`config.mk`:
```
export PLATFORM = sky130hd
export DESIGN_NAME = shift_arbiter
export DESIGN_NICKNAME = d
export VERILOG_FILES = /design/src/rtl/shift_pkg.sv /design/src/rtl/shift_core.sv /design/src/rtl/shift_arbiter.sv
export SDC_FILE = /design/constraint.sdc
export NUM_CORES = 1
export LEC_CHECK = 0
export ABC_AREA = 1
export CAP_MARGIN = 40
export CORE_MARGIN = 10
export CORE_UTILIZATION = 50
export CTS_BUF_LIST = sky130_fd_sc_hd__clkbuf_2 sky130_fd_sc_hd__clkbuf_4 sky130_fd_sc_hd__clkbuf_8
export DETAILED_ROUTE_END_ITERATION = 10
export PLACE_DENSITY = 0.83
export REMOVE_ABC_BUFFERS = 1
export SYNTH_ARGS = -nofsm -noshare
export SYNTH_HDL_FRONTEND = slang
export SYNTH_SLANG_ARGS = --single-unit
export TNS_END_PERCENT = 20
```
`constraint.sdc`:
```
create_clock -name clk -period 2.1 [get_ports clk]
set_clock_uncertainty 0.1 [all_clocks]
set_input_delay 0.525 -clock clk [delete_from_list [all_inputs] [get_ports clk]]
set_output_delay 0.525 -clock clk [all_outputs]
set_load 0.05 [all_outputs]
```
`src/rtl/shift_pkg.sv`:
```
// Shared definitions for the shift arbiter: op encoding, default size, command record.
package shift_pkg;
  localparam int DEFAULT_N = 3;
  localparam int DEFAULT_W = 2 ** DEFAULT_N;

  typedef enum logic [1:0] {
    OP_SLL      = 2'b00,
    OP_SRL      = 2'b01,
    OP_PASS_ROT = 2'b10,
    OP_SRA      = 2'b11
  } shift_op_e;

  typedef struct packed {
    logic [DEFAULT_W-1:0] a;
    logic [DEFAULT_N-1:0] sh;
    shift_op_e            f;
  } shift_cmd_t;
endpackage

```
`src/rtl/shift_core.sv`:
```
// Combinational W-bit shifter. Op 10 is rotate-left when SHIFT_ROTATE_EN is
// defined, otherwise a plain pass-through.
module shift_core
  import shift_pkg::*;
#(
  parameter int N = DEFAULT_N,
  localparam int W = 2 ** N
) (
  input  logic [W-1:0] a,
  input  logic [N-1:0] sh,
  input  logic [1:0]   f,
  output logic [W-1:0] y
);

`ifdef SHIFT_ROTATE_EN
  // Shifting a doubled copy left leaves the rotated word in the upper half.
  logic [2*W-1:0] rot_dbl;
  always_comb rot_dbl = {a, a} << sh;
`endif

  always_comb begin
    y = a;
    case (shift_op_e'(f))
      OP_SLL: y = a << sh;
      OP_SRL: y = a >> sh;
      OP_SRA: y = $signed(a) >>> sh;
`ifdef SHIFT_ROTATE_EN
      OP_PASS_ROT: y = rot_dbl[2*W-1:W];
`else
      OP_PASS_ROT: y = a;
`endif
      default: y = a;
    endcase
  end

endmodule

```
`src/rtl/shift_arbiter.sv`:
```
// Two-port round-robin front end sharing one shift_core, with a registered
// valid/ready result stage. SHIFT_ROTATE_EN selects rotate for op 10.
module shift_arbiter
  import shift_pkg::*;
#(
  parameter int N = DEFAULT_N,
  localparam int W = 2 ** N
) (
  input  logic         clk,
  input  logic         reset,
  input  logic         req0_valid,
  output logic         req0_ready,
  input  logic [W-1:0] req0_a,
  input  logic [N-1:0] req0_sh,
  input  logic [1:0]   req0_f,
  input  logic         req1_valid,
  output logic         req1_ready,
  input  logic [W-1:0] req1_a,
  input  logic [N-1:0] req1_sh,
  input  logic [1:0]   req1_f,
  output logic         res_valid,
  input  logic         res_ready,
  output logic [W-1:0] res_y,
  output logic         res_src
);

  logic         last_grant_reg;
  logic         can_accept;
  logic         grant0;
  logic         grant1;
  logic         accept;
  logic         sel;
  logic [W-1:0] core_a;
  logic [N-1:0] core_sh;
  logic [1:0]   core_f;
  logic [W-1:0] core_y;

  // On contention the port that did not win last time gets the grant.
  always_comb begin
    can_accept = !res_valid || res_ready;
    grant0     = req0_valid && (!req1_valid || last_grant_reg);
    grant1     = req1_valid && (!req0_valid || !last_grant_reg);
    req0_ready = !reset && can_accept && grant0;
    req1_ready = !reset && can_accept && grant1;
    accept     = req0_ready || req1_ready;
    sel        = req1_ready;
    core_a     = sel ? req1_a  : req0_a;
    core_sh    = sel ? req1_sh : req0_sh;
    core_f     = sel ? req1_f  : req0_f;
  end

  shift_core #(.N(N)) u_core (
    .a  (core_a),
    .sh (core_sh),
    .f  (core_f),
    .y  (core_y)
  );

  always_ff @(posedge clk or posedge reset) begin
    if (reset) begin
      res_valid      <= 1'b0;
      res_y          <= '0;
      res_src        <= 1'b0;
      last_grant_reg <= 1'b1;
    end else if (accept) begin
      res_valid      <= 1'b1;
      res_y          <= core_y;
      res_src        <= sel;
      last_grant_reg <= sel;
    end else if (res_ready) begin
      res_valid <= 1'b0;
    end
  end

endmodule

```
* After elaboration in Yosys (flattened, before gate mapping) *
Cells that the tools add are included.

cells by class
  add/sub/neg operators = 0
  $mul = 0
  divide/modulo/power cells = 0
  magnitude comparators = 0
  equality and inequality tests = 3
  shift-type cells = 3
  muxes and demuxes = 6
  bitwise gates (word level) = 0
  reductions and logical operators = 16

operators with widths
  operator            number
  $pmux 8 s4          1
  $mux 8              1
  $shl 8x3->8         1
  $shr 8x3->8         1
  $sshr 8x3->8        1
  $logic_and 1x1->1   5
  $logic_not 1->1     5
  $eq 2x2->1 const B  2
  $logic_or 1x1->1    4
  $mux 3              1
  $eq 2x1->1 const B  1
  $logic_not 2->1     1
  $mux 1              2
  $mux 2              1
  $reduce_bool 2->1   1

word-level totals
  register bits after elaboration = 11
  bits in latches = 0
  bits in writable memories = 0
  bits in read-only memories = 0
  input bits = 31
  output and inout port bits = 12
  word-level logic and storage cells = 32
  memories = 0

* Longest topological paths before layout *
Gate-level depths: netlist of run 1.

  depth in word-level cells = 7
  mapped depth = 16

* Hierarchy *
A second synthesis of run 1 with hierarchy kept.

unflattened totals
  cell total of the unflattened synthesis = 238
  area, all modules = 1397.6 µm²

modules (own cells, without submodules)
  module         times used  cells each  area an instance (µm²)  sequential area each (µm²)
  shift_arbiter  1           100         737.0                   276.5
  shift_core     1           138         660.6                   0.0

* Worst setup path before layout of run 1 *
No wires, ideal clock.

  path type = reg-to-reg
  from = register res_valid
  to = register res_y[1]
  setup time = 0.118 ns
  arrival = 1.839 ns
  slack = 0.043 ns
  stages on the path, launching flop included = 14
  path through = dfrtp_1 nand2_2 nand2_4 nor2_8 buf_12 nand2_4 nand2_8 nand2_1 nand3_1 nand3_1 nand2_1 nand3_1 nor2_1 nor2_1

between the ends
  cells in the longest elaborated chain, start to end = 7
  elaborated cells between the ends (all ways) = 17

ends and longest elaborated chain
  item                                        RTL line             text
  start: declaration                          shift_arbiter.sv:21  output logic res_valid,
  start signal: assignment                    shift_arbiter.sv:61  res_valid <= 1'b0;
  start signal: assignment                    shift_arbiter.sv:66  res_valid <= 1'b1;
  start signal: assignment                    shift_arbiter.sv:71  res_valid <= 1'b0;
  $logic_not 1->1 *                           shift_arbiter.sv:40  can_accept = !res_valid || res_ready;
  $logic_or 1x1->1 *                          shift_arbiter.sv:40
  $logic_and 1x1->1 * (2 in series)           shift_arbiter.sv:44  req1_ready = !reset && can_accept && grant1;
  named net req1_ready                        shift_arbiter.sv:17  output logic req1_ready,
  $mux 8, or another cell as far along        shift_arbiter.sv:47  core_a = sel ? req1_a : req0_a;
  $sshr 8x3->8, or another cell as far along  shift_core.sv:26     OP_SRA: y = $signed(a) >>> sh;
  $pmux 8 s4                                  shift_core.sv:23     case (shift_op_e'(f))
  end signal: assignment                      shift_arbiter.sv:67  res_y <= core_y;
  end: declaration                            shift_arbiter.sv:23  output logic [W-1:0] res_y,

The timed path passes the listed nets; every way through them passes the cells marked *.
A chain may end at the register's enable or synchronous reset.

* Final worst setup path of run 1 *
  from = register last_grant_reg
  to = register res_y[5]

between the ends
  cells in the longest elaborated chain, start to end = 7
  elaborated cells between the ends (all ways) = 19

ends and longest elaborated chain
  item                                        RTL line             text
  start: declaration                          shift_arbiter.sv:27  logic last_grant_reg;
  start signal: assignment                    shift_arbiter.sv:69  last_grant_reg <= sel;
  $logic_not 1->1                             shift_arbiter.sv:42  grant1 = req1_valid && (!req0_valid || !last_grant_reg);
  $logic_or 1x1->1                            shift_arbiter.sv:42
  $logic_and 1x1->1                           shift_arbiter.sv:42
  $logic_and 1x1->1                           shift_arbiter.sv:44
  $mux 8, or another cell as far along        shift_arbiter.sv:47
  $sshr 8x3->8, or another cell as far along  shift_core.sv:26
  $pmux 8 s4                                  shift_core.sv:23

Several ways; a longest one is shown, not always the timed one.

==> impl_metrics.csv, run 1 <==
group,metric,value,unit
die,rows,19,
clock_tree,htreeDepth,1,
synth,ys.flop_type,"dfrtp_1",
die,fp.dieH,74.9,um
pwr,p_sw,0.867,mW
global_route,grtUsageTotal,19.2,%
route,wirelength,5550,um
pwr,p_leak,1.31,nW
pwr,swShare,50.8,%
setup_path,arrival,2.24,ns
synth,ys_ff_latch,11,
clock_tree,root_buffer,"clkbuf_4",
clock_tree,numCtsBuffers,3,
pwr,clkPwrFrac,9.4,%
global_route,grt_antenna_before_repair,0,
run,cap_violations,0,
synth,synth_top_family_by_area,"simple AND/OR/NAND/NOR gates",
worst_hold_path,hold_path_class,"primary input to asynchronous set/reset pin",
route,drt_iter0_drc,140,
pwr,peakVddDrop,0.769,mV
pwr,pwr-share-comb,70.7,%
final_layout,synthToLayoutAreaGrowth,63.4,%
placement,dp_slack,-0.466,ns
timing,relSlewSlack,81.7,%
setup_path,crit_slowest_cell,"dfstp_2",
synth,yosysWarningCount,0,
die,die_area,5610,um2
synth,synth_edf_count,0,
die,ios,43,
synth,syn-cell-area,1510,um2
timing,final_hold_viol_count,0,
timing,setup_ws,-0.0344,ns
global_route,grt_pass1_wl,8710,um
pwr,seqPwrFrac,19.9,%
final_layout,antenna_cells,0,
setup_path,cp.required,2.20,ns
timing,rsz0062_at_grt,"true",
synth,synth.distinct_cells,31,
timing,setup_viol,2,
die,start_util,53.3,%
synth,syn_area_per_cell,5.91,um2
setup_path,worst-setup-path-type,"register to register",
synth,async_flop_share,100,%
placement,dpl.hpwl,3890,um
setup_path,setup.worst_path.start_class,"register",
synth,synth_compound_area_share,12.4,%
synth,synth.area.top_cells,"nand2_1 (24%), dfrtp_1 (17%), nand3_1 (12%), inv_1 (8.0%), nor2_1 (4.0%)",
placement,io_buffers,42,
pwr,power_density,693,nW/um2
clock_tree,path_clk_slew,0.08,ns
synth,yosysTopAreaCell,"nand2_1",
route,drc,0,
pwr,p_int,0.839,mW
setup_path,r2r_cells,13,
setup_path,critPathMaxFanout,4,
run_status,status,"complete, but fails checks",
route,postRouteAntennaNets,0,
setup_path,path_cells,"nand2_2 > nand2_4 > nor2_8 > buf_12 > buf_16 > o21ai_4 > nand2_2 > nor2_4 > buf_4 > nand4_1 > nand4_1 > nand3_1 > nand2_1",
route,first_pass_iters,7,
final_layout,regMostFlops,"res_y",
clock_tree,clockBufferDepth,2,
timing,worst_slew_pin_slew,0.274,ns
route,wl_per_cell,14.9,um
clock_tree,clock_latency,0.26,ns
synth,syn_inst,255,
final_layout,drive_above_1_share,39.2,%
synth,synth-xor-area-share,0,%
timing,finalCritPeriodShare,102,%
die,die_x,74.9,um
timing,slew_viol_final,0,
global_route,grt_pass1_vias,1971,
synth,yosysTopAreaCellShare,24.2,%
synth,muxShareOfSynthArea,0,%
global_route,grt_max_degree,16,
route,vias_per_cell,5.35,
setup_path,end_kind,"register",
die,coreArea,2830,um2
timing,timing.fmax,469,MHz
synth,synth_fa_ha_area_share,0,%
placement,place_congestion,0.932,
final_layout,nets,374,
pwr,p_total,1.71,mW
route,dr_total_vias,1994,
clock_tree,clkSinkCount,11,
setup_path,reg2reg_slack,-0.03,ns
setup_path,critPathMaxStageDelay,0.55,ns
final_layout,largest_reg_flops,8,
synth,synth-seq-area-share,18.4,%
global_route,grt_overflow,0,
timing,fin_crit,2.13,ns
clock_tree,cts_tree,"built",
run_status,violations,"setup timing",
synth,synthSimpleGateAreaFrac,55.6,%
-- routing by layer --
layer	routed length (um)	global-route usage [%]	up-vias
met4	85	2.73	0
li1	-	-	981
met5	0	0	-
met3	510	4.47	14
met2	2790	35.0	114
met1	2160	22.5	885
-- synthesized netlist by cell type, drive strengths merged, types with 3 or more instances --
master,number
o21ai,16
buf,7
nand2,111
nand4,3
a21oi,8
nor2,19
inv,37
dfrtp,10
nand3,38
-- worst paths after layout --
path                                 from              to
setup / recovery           last_grant_reg        res_y[5]
hold / removal                      reset        res_y[4]
setup reg to reg           last_grant_reg        res_y[5]
hold reg to reg                  res_y[6]        res_y[6]
max in group asynchronous           reset  last_grant_reg
min in group clk                 res_y[6]        res_y[6]
-- worst max-delay path, delay by kind of cell, from the launching register on --
family,cells,cell delay (ns)
compound gates,1,0.22
simple gates,9,0.83
flops,1,0.55
buf+inv,3,0.37
-- placed cells by master, fill, tap and decap left out, drive strengths merged --
cell / instances
nand2: 111
buf: 60
nand3: 38
inv: 37
clkdlybuf4s50: 26
nor2: 19
o21ai: 16
dfrtp: 10
a21oi: 8
clkbuf: 8
nand4: 3
o211ai: 1
o21bai: 1
nor3: 1
a31oi: 1
or2: 1
dfstp: 1
-- cell families after synthesis --
logic type	Yosys count
buffers and inverters	44
AOI/OAI and AO/OA	27
and+or+nand+nor	173
DFF	11
-- through the flow --
step	utilization [%]	hold WS [ns]	std cells	area [um2]	setup TNS, ns
detailed placement	76.1	0.369	354	2150	-4.05
global placement	76.1	0.356	354	2150	-3.74
finish	87.0	0.286	373	2460	-0.0592
CTS	82.1	0.387	369	2320	-0.0123
global route	87.0	0.314	373	2460	-0.638
floorplan	-	0.234	248	1440	-3.67
-- area by class of cell --
cell class	instances	area [um2]
multi-input combinational	200	1160
sequential	11	278
tap	31	38.8
inverter	37	139
timing repair buffer	90	816
clock buffer	4	30.0
fill	177	368
-- power groups by stage --
stage	sequential (mW)	clock (mW)	combinational (mW)
final	0.340	0.160	1.21
after floorplan	0.581	0	0.418
after CTS	0.336	0.160	1.11
after global placement	0.336	0	1.05
after detailed placement	0.340	0	1.06
after global routing	0.347	0.169	1.30
-- repair_timing --
action	in CTS	in global routing
endpoints found under the setup margin	10	9
cloned	1	0
pin swaps	8	16
resized for setup	12	46
buffers inserted	10	4
hold buffers	0	0
No activity file was read; power rests on OpenSTA's default activity.
==> run 2: changes to the inputs <==
--- a/config.mk
+++ b/config.mk
@@ -6,12 +6,12 @@
 export NUM_CORES = 1
 export LEC_CHECK = 0
 export ABC_AREA = 1
-export CAP_MARGIN = 40
+export CAP_MARGIN = 10
 export CORE_MARGIN = 10
-export CORE_UTILIZATION = 50
+export CORE_UTILIZATION = 53
 export CTS_BUF_LIST = sky130_fd_sc_hd__clkbuf_2 sky130_fd_sc_hd__clkbuf_4 sky130_fd_sc_hd__clkbuf_8
 export DETAILED_ROUTE_END_ITERATION = 10
-export PLACE_DENSITY = 0.83
+export PLACE_DENSITY = 0.88
 export REMOVE_ABC_BUFFERS = 1
 export SYNTH_ARGS = -nofsm -noshare
 export SYNTH_HDL_FRONTEND = slang
==> constraint.sdc (replaced) <==
create_clock -name clk -period 2.69 [get_ports clk]
set_clock_uncertainty 0.1 [all_clocks]
set_input_delay 0.6725 -clock clk [delete_from_list [all_inputs] [get_ports clk]]
set_output_delay 0.6725 -clock clk [all_outputs]
set_load 0.05 [all_outputs]
==> impl_metrics.csv, run 2 (same netlist as run 1, synthesis figures left out) <==
group,metric,value,unit
run_status,status,"finished, final reports clean",
setup_path,critPathMaxFanout,3,
clock_tree,htreeDepth,1,
final_layout,multi_input_comb_area,1020,um2
placement,dpl.hpwl,3900,um
setup_path,setup.worst_path.start_class,"primary input",
setup_path,end_kind,"output pin",
timing,tns,0,ns
final_layout,fin_cells,347,
setup_path,r2r_cells,14,
placement,place_congestion,0.962,
placement,io_buffers,42,
final_layout,regMostFlops,"res_y",
timing,relSlewSlack,64.4,%
route,drt_iter0_drc,159,
die,ios,43,
die,die_area,5380,um2
route,drc,0,
route,vias_per_cell,5.22,
final_layout,final_common_cell,"nand2_1",
setup_path,cp.required,1.92,ns
final_layout,nets,348,
global_route,grt_pass1_wl,7880,um
final_layout,largest_reg_flops,8,
setup_path,reg2reg_slack,0.55,ns
timing,timing.fmax,389,MHz
route,dr_total_vias,1811,
die,start_util,55.1,%
timing,setup_viol,0,
worst_hold_path,holdPathStages,2,
route,wl_per_cell,13.7,um
timing,worst_slew_pin_slew,0.532,ns
global_route,grt_antenna_before_repair,0,
global_route,grtUsageTotal,17.6,%
timing,finalCritPeriodShare,95.6,%
clock_tree,holdBufCountCts,0,
setup_path,r2r-start,"last_grant_reg",
run,cap_violations,0,
timing,fin_crit,2.57,ns
placement,dp_slack,-0.0426,ns
clock_tree,clock_latency,0.27,ns
timing,rsz0062_at_grt,"false",
clock_tree,root_buffer,"clkbuf_4",
setup_path,path_cells,"clkdlybuf4s50_1 > inv_2 > a21oi_4 > o211ai_1 > inv_1 > buf_12",
die,rows,19,
final_layout,antenna_cells,0,
timing,final_hold_viol_count,0,
final_layout,fillers,239,
pwr,p_leak,1.15,nW
pwr,power_density,573,nW/um2
clock_tree,clkSinkCount,11,
pwr,peakVddDrop,0.685,mV
global_route,grt_overflow,0,
timing,setup_ws,0.119,ns
route,first_pass_iters,4,
worst_hold_path,worstHoldStart,"res_y[4]",
setup_path,critPathMaxStageDelay,0.47,ns
clock_tree,clockBufferDepth,2,
clock_tree,numCtsBuffers,3,
die,die_x,73.3,um
setup_path,reg2reg_to,"res_y[6]",
final_layout,drive_above_1_share,19.9,%
clock_tree,cts_tree,"built",
setup_path,crit_slowest_cell,"clkdlybuf4s50_1",
route,postRouteAntennaNets,0,
final_layout,layout_common_cells,"nand2_1 (97), clkdlybuf4s50_1 (40), nand3_1 (36)",
route,wirelength,4750,um
setup_path,worst-setup-path-type,"primary input to output pin",
timing,slew_viol_final,0,
global_route,grt_max_degree,20,
clock_tree,path_clk_slew,0.07,ns
placement,dp.cells,342,
setup_path,critPathLaunch,"res_ready",
die,coreArea,2730,um2
worst_hold_path,min_to,"res_y[4]",
setup_path,arrival,1.80,ns
die,fp.dieH,73.3,um
final_layout,synthToLayoutAreaGrowth,41.9,%
worst_hold_path,hold_path_class,"register to register",
final_layout,fin_util,78.2,%
final_layout,seq_area,277,um2
global_route,grt_pass1_vias,1795,
run 2: cell count changes in the layout (fill, tap and decap cells not counted), sizes merged:
cell           delta
clkbuf            -4
buf              -36
clkdlybuf4s50    +14
run 2: power by group:
part / internal, mW / switching (mW)
Clock: 0.0677 / 0.0580
Sequential: 0.227 / 0.0397
Combinational: 0.310 / 0.523
run 2: worst max-delay path by stage:
stage | to | slack (ns) | cells past startpoint
floorplan | res_y[1] | -0.02 | 12
global placement | res_y[3] | -0.01 | 16
detailed placement | res_y[3] | -0.04 | 16
CTS | req0_ready | 0.02 | 5
global route | req0_ready | 0.04 | 5
finish | req0_ready | 0.12 | 6
run 2: cell type report:
cell class	instances	area share, %
clock buffers	4	1.40
repair buffers	64	29.5
multi-input cells	200	47.9
well taps	31	1.81
flip-flops and latches	11	12.9
inverters	37	6.50
run 2: metrics by stage:
step / power (mW) / instance area (um2) / hold slack, ns
after floorplan: 0.780 / 1440 / 0.358
after global placement: 1.08 / 2100 / 0.360
after detailed placement: 1.09 / 2100 / 0.365
after CTS: 1.21 / 2130 / 0.383
after global routing: 1.30 / 2140 / 0.432
final: 1.22 / 2140 / 0.381
run 2: repair_timing:
action	CTS	global route
setup endpoints to repair	0	1
buffers inserted	0	1
resized for setup	0	0
run 2: worst max-delay path: cells and delay by family:
kind	cells	cell delay [ns]
buffers and inverters	4	0.80
AOI/OAI and AO/OA	2	0.34
run 2: per-layer routing:
metal / vias to the layer above / GRT usage (%) / wire length, um
met4: 0 / 6.42 / 104
met5: - / 0 / 0
met1: 806 / 19.5 / 2030
met3: 13 / 2.69 / 282
met2: 67 / 32.6 / 2340
li1: 925 / - / -
==> run 3: changes to the inputs <==
--- a/config.mk
+++ b/config.mk
@@ -10,6 +10,7 @@
 export CORE_MARGIN = 10
 export CORE_UTILIZATION = 53
 export CTS_BUF_LIST = sky130_fd_sc_hd__clkbuf_2 sky130_fd_sc_hd__clkbuf_4 sky130_fd_sc_hd__clkbuf_8
+export CTS_CLUSTER_SIZE = 12
 export DETAILED_ROUTE_END_ITERATION = 10
 export PLACE_DENSITY = 0.88
 export REMOVE_ABC_BUFFERS = 1
==> results of run 3 <==
No change in the layout: final DEF, timing and power equal those of run 2.
